$ cat src/rtl/dmac_write_resp_tracker.sv
// -----------------------------------------------------------------------------
// dmac_write_resp_tracker
// Tracks in-flight AXI write bursts of a multi-channel DMA controller in issue
// order, matches each B response to its burst, accumulates per-channel error
// status and emits a one-cycle completion pulse when the final burst of a
// channel's transfer is acknowledged.
// Optional watchdog: define DMAC_WR_RESP_TIMEOUT_EN to enable the B-response
// timeout (sticky timeout_err); otherwise timeout_err is tied low.
// -----------------------------------------------------------------------------
module dmac_write_resp_tracker #(
    parameter int CHANNEL_COUNT     = 8,
    parameter int OUTSTANDING_DEPTH = 8,
    parameter int TIMEOUT_CYCLES    = 1024,
    localparam int CH_WD  = (CHANNEL_COUNT > 1) ? $clog2(CHANNEL_COUNT) : 1,
    localparam int CNT_WD = $clog2(OUTSTANDING_DEPTH) + 1
) (
    input  logic              clk,
    input  logic              rst,
    input  logic              issue_valid,
    output logic              issue_ready,
    input  logic [CH_WD-1:0]  issue_ch,
    input  logic              issue_last,
    input  logic              m_axi_bvalid,
    input  logic [1:0]        m_axi_bresp,
    output logic              m_axi_bready,
    output logic              done_valid,
    output logic [CH_WD-1:0]  done_ch,
    output logic              done_err,
    output logic [CNT_WD-1:0] outstanding_cnt,
    output logic              timeout_err
);

    localparam int                PTR_WD  = CNT_WD - 1;
    localparam logic [PTR_WD-1:0] PTR_ONE = PTR_WD'(1);
    localparam logic [CNT_WD-1:0] CNT_ONE = CNT_WD'(1);
    localparam logic [CNT_WD-1:0] DEPTH_C = CNT_WD'(OUTSTANDING_DEPTH);

    // In-order record of issued bursts; depth is a power of two so the
    // pointers wrap naturally.
    logic [CH_WD-1:0]             fifo_ch_r [OUTSTANDING_DEPTH];
    logic [OUTSTANDING_DEPTH-1:0] fifo_last_r;
    logic [PTR_WD-1:0]            wr_ptr_r;
    logic [PTR_WD-1:0]            rd_ptr_r;
    logic [CNT_WD-1:0]            cnt_r;

    logic [CHANNEL_COUNT-1:0]     err_acc_r;
    logic                         done_valid_r;
    logic [CH_WD-1:0]             done_ch_r;
    logic                         done_err_r;

    logic                         push_s;
    logic                         pop_s;
    logic                         resp_err_s;
    logic [CH_WD-1:0]             head_ch_s;
    logic                         head_last_s;
    logic                         acc_bit_s;
    logic                         unused_s;

    // Handshake qualifiers; both are held off while reset is asserted so no
    // transaction can be recorded or consumed during reset.
    assign issue_ready  = rst & (cnt_r < DEPTH_C);
    assign m_axi_bready = rst & (cnt_r != {CNT_WD{1'b0}});
    assign push_s       = issue_valid & issue_ready;
    assign pop_s        = m_axi_bvalid & m_axi_bready;

    // SLVERR and DECERR both have bit 1 set; OKAY/EXOKAY do not.
    assign resp_err_s   = m_axi_bresp[1];
    assign head_ch_s    = fifo_ch_r[rd_ptr_r];
    assign head_last_s  = fifo_last_r[rd_ptr_r];
    assign acc_bit_s    = err_acc_r[head_ch_s];

    assign unused_s     = ^{m_axi_bresp[0], (TIMEOUT_CYCLES > 0)};

    // Entry storage: written on an accepted issue, no reset needed because the
    // occupancy count alone decides which slots are valid.
    always_ff @(posedge clk) begin
        if (push_s) begin
            fifo_ch_r[wr_ptr_r]   <= issue_ch;
            fifo_last_r[wr_ptr_r] <= issue_last;
        end
    end

    // Pointer and occupancy bookkeeping; simultaneous push and pop cancel out.
    always_ff @(posedge clk) begin
        if (!rst) begin
            wr_ptr_r <= {PTR_WD{1'b0}};
            rd_ptr_r <= {PTR_WD{1'b0}};
            cnt_r    <= {CNT_WD{1'b0}};
        end else begin
            if (push_s) begin
                wr_ptr_r <= wr_ptr_r + PTR_ONE;
            end
            if (pop_s) begin
                rd_ptr_r <= rd_ptr_r + PTR_ONE;
            end
            case ({push_s, pop_s})
                2'b10:   cnt_r <= cnt_r + CNT_ONE;
                2'b01:   cnt_r <= cnt_r - CNT_ONE;
                default: cnt_r <= cnt_r;
            endcase
        end
    end

    // Per-channel error accumulation and registered completion reporting.
    always_ff @(posedge clk) begin
        if (!rst) begin
            err_acc_r    <= {CHANNEL_COUNT{1'b0}};
            done_valid_r <= 1'b0;
            done_ch_r    <= {CH_WD{1'b0}};
            done_err_r   <= 1'b0;
        end else begin
            done_valid_r <= 1'b0;
            if (pop_s) begin
                if (head_last_s) begin
                    done_valid_r           <= 1'b1;
                    done_ch_r              <= head_ch_s;
                    done_err_r             <= acc_bit_s | resp_err_s;
                    err_acc_r[head_ch_s]   <= 1'b0;
                end else begin
                    err_acc_r[head_ch_s]   <= acc_bit_s | resp_err_s;
                end
            end
        end
    end

`ifdef DMAC_WR_RESP_TIMEOUT_EN
    localparam int               WD_WD    = $clog2(TIMEOUT_CYCLES + 1);
    localparam logic [WD_WD-1:0] WD_LIMIT = WD_WD'(TIMEOUT_CYCLES);
    localparam logic [WD_WD-1:0] WD_ONE   = WD_WD'(1);

    logic [WD_WD-1:0] wd_cnt_r;
    logic             timeout_r;
    logic             wd_run_s;
    logic             wd_hit_s;

    // The watchdog only runs while a response is owed and none arrives.
    assign wd_run_s = (cnt_r != {CNT_WD{1'b0}}) & ~pop_s;
    assign wd_hit_s = wd_run_s & (wd_cnt_r >= (WD_LIMIT - WD_ONE));

    // Stall counter saturates at the limit; the error flag is sticky until reset.
    always_ff @(posedge clk) begin
        if (!rst) begin
            wd_cnt_r  <= {WD_WD{1'b0}};
            timeout_r <= 1'b0;
        end else begin
            if (!wd_run_s) begin
                wd_cnt_r <= {WD_WD{1'b0}};
            end else if (wd_cnt_r != WD_LIMIT) begin
                wd_cnt_r <= wd_cnt_r + WD_ONE;
            end else begin
                wd_cnt_r <= wd_cnt_r;
            end
            timeout_r <= timeout_r | wd_hit_s;
        end
    end

    assign timeout_err = timeout_r;
`else
    assign timeout_err = 1'b0;
`endif

    assign done_valid      = done_valid_r;
    assign done_ch         = done_ch_r;
    assign done_err        = done_err_r;
    assign outstanding_cnt = cnt_r;

endmodule

$ cat config.mk
export PLATFORM = sky130hd
export DESIGN_NAME = dmac_write_resp_tracker
export DESIGN_NICKNAME = d
export VERILOG_FILES = /design/src/rtl/dmac_write_resp_tracker.sv
export SDC_FILE = /design/constraint.sdc
export NUM_CORES = 1
export LEC_CHECK = 0
export CAP_MARGIN = 10
export CORE_ASPECT_RATIO = 0.9
export CORE_UTILIZATION = 60
export CTS_BUF_LIST = sky130_fd_sc_hd__clkbuf_8
export CTS_CLUSTER_SIZE = 28
export DETAILED_ROUTE_END_ITERATION = 10
export HOLD_SLACK_MARGIN = 0.12
export PLACE_DENSITY = 0.86
export REMOVE_ABC_BUFFERS = 1
export SYNTH_ARGS = -nofsm -noshare
export SYNTH_HDL_FRONTEND = slang
export SYNTH_SLANG_ARGS = --single-unit
$ cat constraint.sdc
create_clock -name clk -period 2.7 [get_ports clk]
set_input_delay 0.27 -clock clk [delete_from_list [all_inputs] [get_ports clk]]
set_output_delay 0.27 -clock clk [all_outputs]
set_load 0.02 [all_outputs]
After elaboration in Yosys (flattened, before gate mapping):

Memories as Yosys holds them, arrays and structs flattened. A register that Yosys moved wholly into a read port is not among the register bits.
Cells that the tools add are included.

* output and inout port bits: 12
* input port bits: 10
* memory bits (writable): 24
* memories: 1
* register bits after elaboration: 31

Memories
* fifo_ch_r: words 8, bits a word 3, rd ports 1, clocked after Yosys merged registers in 1, wr ports 1, line 40 `logic [CH_WD-1:0] fifo_ch_r [OUTSTANDING_DEPTH];`

* $lt $le $gt $ge: 6
* reduce and logical (&&, ||, !) cells: 6
* equal/unequal tests: 2
* bitwise operators: 7
* multiplexer cells: 17
* $add $sub $neg: 4

Operators with widths (count)
* bitwise mux 8 bit: 2
* < comparator 3 x 4 -> 1 bit (second input constant): 3
* AND 8 bit: 1
* two-way mux 8 bit: 1
* NOT 8 bit: 1
* one-hot mux 4 bit (2 select lines): 1
* two-way mux 1 bit: 7
* adder 3 x 1 -> 3 bit (second input constant): 2
* binary-select mux 1 bit (select 3 bit): 2
* demux 1 bit (select 3 bit): 2
* greater-or-equal comparator 3 x 1 -> 1 bit (second input constant): 2
* two-way mux 3 bit: 2
* adder 4 x 1 -> 4 bit (second input constant): 1
* AND 1 bit: 4
* < comparator 4 bit (second input constant): 1
* AND reduction 2 bit: 2
* nonzero test 4 bit: 1
* subtractor 4 x 1 -> 4 bit (second input constant): 1
* equality test 2 x 1 -> 1 bit (second input constant): 1
* equality test 2 bit (second input constant): 1
* logical AND 1 bit: 2
* nonzero test 2 bit: 1
* OR 1 bit: 1

Longest topological paths before layout:

* word-level depth: 7
* gate-level depth with buffers: 10
* gate-level depth less buffers: 10

Worst setup path after synthesis:

OpenSTA, ideal clock, no wires.

* path kind: register -> register
* start: reg cnt_r[0] (netlist: outstanding_cnt[0])
* end: reg cnt_r[2] (netlist: outstanding_cnt[2])
* stages on the path, launching flop included: 11
* data arrival time: 2.457 ns
* buffers on the path: 0
* library setup time: 0.076 ns
* data required time: 2.624 ns
* period minus slack after synthesis: 2.532 ns
* path slack: 0.168 ns
* cell sequence: dfxtp_1 o41a_1 nand2_1 inv_1 ha_1 xor2_1 ha_1 a21oi_1 xor2_1 or3_1 a21boi_0

* cells in the longest elaborated chain, start to end: 5
* elaborated cells between the ends (all ways): 12
* those cells by class: 2 x add/sub; 1 x order compare; 2 x eq/ne; 1 x mux; 4 x bitwise; 2 x reduce/logical

RTL lines
* from (decl): line 44 `logic [CNT_WD-1:0] cnt_r;`
* from (signal assigned): line 88 `cnt_r <= {CNT_WD{1'b0}};`
* from (signal assigned): line 97 `2'b10: cnt_r <= cnt_r + CNT_ONE;`
* from (signal assigned): line 98 `2'b01: cnt_r <= cnt_r - CNT_ONE;`
* nonzero test 4 bit (*): line 62 `assign m_axi_bready = rst & (cnt_r != {CNT_WD{1'b0}});`
* AND 1 bit (*): line 62
* net m_axi_bready: line 25 `output logic m_axi_bready,`
* AND 1 bit (*): line 64 `assign pop_s = m_axi_bvalid & m_axi_bready;`
* net pop_s: line 52 `logic pop_s;`
* equality test 2 x 1 -> 1 bit / equality test 2 bit (equally long branches): line 96 `case ({push_s, pop_s})`
* one-hot mux 4 bit (2 select lines) / nonzero test 2 bit (equally long branches)

The timed path passes the listed nets; every way through them passes the cells marked *.
A chain may end at the register's enable or synchronous reset.

==> flow_metrics.py <==
metrics = {
    "worst_hold_path": {
        "hold_class": "flop to flop",
        "hold_depth": 2,
        "worst_hold_path.endpoint": "err_acc_r[2]",
        "min_from": "err_acc_r[2]",
    },
    "power": {
        "p_int_mw": 1.698,
        "ir_drop_mv": 0.6045,
        "p_sw_mw": 0.5241,
        "pwr-share-seq": 0.442,
        "power.leakage_nw": 1.182,
        "swShare": 0.2358,
        "clockPowerShare": 0.447,
        "power.density_nw_per_um2": 690.3,
        "comb_power_share": 0.112,
    },
    "floorplanning": {
        "initial_core_util": 0.6379,
        "die_h_um": 65.06,
        "fp.dieW_um": 72.07,
        "dieArea_um2": 4689,
        "num_rows": 22,
        "core_area_um2": 4156,
        "io_pins": 22,
    },
    "cts": {
        "cts_tree": "built",
        "htree_levels": 3,
        "cts_sinks": 58,
        "root_buffer": "clkbuf_8",
        "post_cts_buffers": 0,
        "cts_buffers": 9,
        "clk_pin_slew_ns": 0.07,
        "cts-resized-gates": 0,
        "clock_path_buffers": 2,
        "clkLatencyLatePin_ns": 0.34,
        "postCtsHoldBufs": 0,
    },
    "synthesis": {
        "synth_edf_count": 32,
        "async_flop_share": 0,
        "synth_top_area_frac": 0.3624,
        "syn_inst": 215,
        "synth_flop_cell": "edfxtp_1",
        "synth_area_leader_cell": "edfxtp_1",
        "ys_types": 49,
        "yosys_warnings": 0,
        "avgSynthCellArea_um2": 12.33,
        "ys_seq_area_frac": 0.5588,
        "netlist_area_um2": 2651,
        "yosysMostFrequentCell": "edfxtp_1",
        "ys_ff_latch": 58,
        "synthTopCellsByArea": "edfxtp_1, dfxtp_1, mux4_1, nand2_1, mux4_2",
        "ys_top_cells_by_count": "edfxtp_1, dfxtp_1, nand2_1, nor2_1, o21ai_0",
    },
    "detailed_routing": {
        "vias": 1808,
        "wl_um": 5273,
        "via_per_inst": 5.722,
        "first_pass_iters": 4,
        "post_drt_wl_per_cell_um": 16.69,
        "drc_errors": 0,
        "ant_nets": 0,
        "drt_iter0_drc": 96,
    },
    "sta": {
        "slew_viol_final": 0,
        "relSlewSlack": 0.6312,
        "whs_ns": 0.4694,
        "tightest_slew_ns": 0.5512,
        "period_share": 0.9485,
        "setup_viol": 0,
        "rsz0062_at_grt": "false",
        "hold_violations": 0,
        "fin_skew_ns": 0.007321,
        "min_period_ns": 2.561,
        "fmax_mhz": 390.5,
    },
    "cells_and_area": {
        "area_growth_syn_to_layout_pct": 21.43,
        "layout.filler_cells": 274,
        "regArea_um2": 1483,
        "diodes": 0,
        "drive_above_1_share": 0.1875,
        "multi_input_area_um2": 1114,
        "final_nets": 266,
        "fin_cells": 316,
    },
    "global_routing": {
        "grt_pass1_vias": 1756,
        "grt_usage": 0.2472,
        "antenna_found_initial": 0,
        "grt_pass1_wl_um": 8252,
        "gr-total-overflow": 0,
        "grt_max_degree": 22,
    },
    "outcome": {
        "outcome": "finished clean",
    },
    "setup_path": {
        "crit_buf_inv": 0,
        "cp_slowest_stage_delay_ns": 0.57,
        "cpLargestDelayFamily": "multiplexers",
        "r2r_slack_ns": 0.14,
        "critPathKind": "flop to flop",
        "r2r_cells": 6,
        "arrival_ns": 2.77,
        "crit_chain": "mux2_2 > mux4_2 > mux2_4 > a22o_1 > a2111oi_4 > o21ai_1",
        "endpoint_kind": "flop",
        "cp_max_fo": 7,
        "r2r-end": "err_acc_r[0]",
        "cp_slowest_cell": "mux4_2",
        "required_ns": 2.91,
        "start_kind": "flop",
    },
    "flow_run": {
        "drv_cap": 0,
    },
    "placed_design": {
        "gp_congestion": 0.8728,
        "hpwl_um": 3699,
        "port_buffers": 19,
        "place_inst": 300,
    },
}
[cell families after synthesis]
kind of cell | after synthesis | synth area share
DFF | 58 | 0.5588
other | 1 | 0.001414
buffers and inverters | 10 | 0.02123
adders and majority gates | 5 | 0.02360
muxes | 19 | 0.1161
xor gates and xnor gates | 7 | 0.02312
AOI/OAI and AO/OA | 39 | 0.1081
and+or+nand+nor | 76 | 0.1477
[cell usage in the layout, fill, tap and decap left out, drive strengths merged, types with 3 or more instances in the layout]
cell           netlist  layout
dfxtp               26      26
bufinv               0       3
nand3                3       3
nor2                11      11
a31o                 6       6
ha                   5       5
o21ai               12      12
buf                  4      13
xor2                 3       3
mux2                 6       6
clkbuf               3       9
inv                  3       4
nand3b               4       4
or2                  4       4
clkinv               0       3
mux2i                6       6
xnor2                4       4
clkdlybuf4s50        0      19
nor3                 6       6
nor2b                3       3
a21oi                8       8
mux4                 7       7
edfxtp              32      32
nand2b               5       5
and2                 9       9
nand2               25      25
[tightest hold or removal path, cell delays in order (launching register included)]
cell and delay (ns):
dfxtp_1 0.31, nand3_1 0.06, o21ai_1 0.06
[through the flow]
step	setup WS, ns	cell area, um^2	setup TNS [ns]	power, mW	util
3_3_place_gp	0.08253	2969	0	1.233	0.7143
4_1_cts	0.03537	3218	0	2.231	0.7742
2_1_floorplan	0.1015	2606	0	1.139	-
3_5_place_dp	-0.03598	2969	-0.03598	1.246	0.7143
6_report	0.1390	3219	0	2.222	0.7745
5_1_grt	0.04801	3219	0	2.299	0.7745
[routing by layer]
layer / vias up / GRT usage / wire (um)
li1: 867 / - / -
met3: 6 / 0.07932 / 236
met2: 56 / 0.4287 / 2762
met5: - / 0 / 0
met4: 0 / 0.09804 / 77
met1: 879 / 0.2819 / 2197
[power groups by stage]
| stage | Clock (mW) | Sequential, mW | Combinational, mW |
|---|---|---|---|
| after CTS | 1.00 | 0.981 | 0.248 |
| after global placement | 0 | 0.998 | 0.235 |
| after global routing | 1.05 | 0.984 | 0.267 |
| after detailed placement | 0 | 1.00 | 0.245 |
| after floorplan | 0 | 1.01 | 0.130 |
| final | 0.993 | 0.981 | 0.248 |
[registers in the layout, summed over array words and instances, names as in the netlist, named ones only]
signal           cells
err_acc_r            8
done_err             1
wr_ptr_r             3
rd_ptr_r             3
done_valid           1
fifo_last_r          8
outstanding_cnt      4
done_ch              3
fifo_ch_r           24
[cell type report]
type                            instances  share of cell area
Tap cell                               60             0.02332
Inverter                                3            0.003498
Clock inverter                          7             0.03887
Sequential cell                        58              0.4606
Multi-Input combinational cell        147              0.3459
Timing Repair Buffer                   32             0.08939
Clock buffer                            9             0.03848
[worst max-delay path by stage]
stage,end,start,slack (ns),depth (start not counted)
finish,err_acc_r[0],flop,0.14,6
global placement,done_err,flop,0.08,6
global route,err_acc_r[2],flop,0.05,6
CTS,err_acc_r[0],flop,0.04,6
floorplan,err_acc_r[4],flop,0.10,6
detailed placement,outstanding_cnt[2],rst,-0.04,11
Note: power is estimated with default switching activity, not from simulation.
==> variant, RTL diff (config.mk and constraints unchanged) <==
Register the output `outstanding_cnt` once more, with the module's reset; this adds one clock of latency there. The other outputs are not delayed to match.
--- a/src/rtl/dmac_write_resp_tracker.sv
+++ b/src/rtl/dmac_write_resp_tracker.sv
@@ -162,7 +162,13 @@
     assign done_valid      = done_valid_r;
     assign done_ch         = done_ch_r;
     assign done_err        = done_err_r;
-    assign outstanding_cnt = cnt_r;
+    always_ff @(posedge clk) begin
+        if (!rst) begin
+            outstanding_cnt <= '0;
+        end else begin
+            outstanding_cnt <= cnt_r;
+        end
+    end
 
 endmodule
 
Formal check against the unedited RTL: not equivalent (a bounded check fails within 4 cycles, from zero or initial values and one cycle with rst low).
==> variant against the original RTL <==
  * Final area is 1.6% higher
  * Maximum frequency is 2.4% higher
  * Clock skew is 0.0014 ns lower
  * Global-route usage is 0.84 points higher
  * Largest power group is now sequential cells
  * Sequential power is 7% higher
  * Count of clock-buffer cells in the layout stayed put
  * Routed wire length is 5.7% higher
  * Sequential cell count is 4 higher
  * Area after synthesis is 5.0% higher
  * Total power is 0.79% lower
  * Setup slack better by 0.059 ns
  * Core utilization is 4.1 points lower
==> variant: results (changes against the original RTL) <==
met3 GRT Util=8.32% (+0.39 points); Worst Skew=0.00590 ns (-0.00142 ns); WHS=0.501 ns (+0.0316 ns); pre-CTS setup slack=0.00168 ns (+0.0377 ns); mean post-synth cell area=12.3 um^2 (about the same); Commonest cells post-synth=edfxtp_1 (32), dfxtp_1 (30), nand2_1 (20); CP Max Fanout=8 (+1); CP Data Arrival Time=2.78 ns (about the same); routability cong.=0.837 (-4.1%); Clk. pwr=920 uW (-7.4%); largest net degree at the start of global routing=25 (+14%); GR Layer Usage met1=30.7% (+2.5 points); DP HPWL=3570 um (-3.6%); Filler Cell Count=276 (+0.73%); DP Area=3040 um^2 (+2.3%); Final nets=268 (+0.75%); WL met2=2780 um (+0.69%); PD cells=674 nW/um^2 (-2.3%); status=complete, no violations; Placed Cells=304 (+1.3%); worst r2r path cells=10 (+4); vias in the first global route=1779 (+1.3%); Via Count=1846 (+2.1%); initial DRC count=141 (+47%); layout cell share with drive strength beyond 1=14.7% (-4.0 points); maximum vdd drop=0.535 mV (-11%)
[variant: final cells by class]
class	count	area (um^2)	area share (%)
clock buffer	9	124	3.79
clock inverter	7	105	3.21
inverter	6	22.5	0.689
multi-input combinational	149	1140	35.0
sequential	62	1560	47.7
tap	62	77.6	2.37
timing repair buffer	25	235	7.19
[variant: cells by family after synthesis]
logic type / count (synthesis) / share of synthesized area, %
simple gates: 75 / 14.3
flops: 62 / 56.1
compound gates: 43 / 11.9
mux: 18 / 10.2
buf+inv: 15 / 2.96
xor+xnor: 7 / 2.20
fa+ha+maj: 5 / 2.25
other cells: 1 / 0.135
[variant: worst max-delay path, cell delays in order, from the launching register on]
cell and delay (ns):
dfxtp_1 0.49, o41a_1 0.27, nand2_1 0.12, inv_2 0.07
ha_1 0.26, or3b_2 0.47, o21ai_0 0.13, nand3b_1 0.12
a21oi_1 0.19, xor2_1 0.16, and2_1 0.16
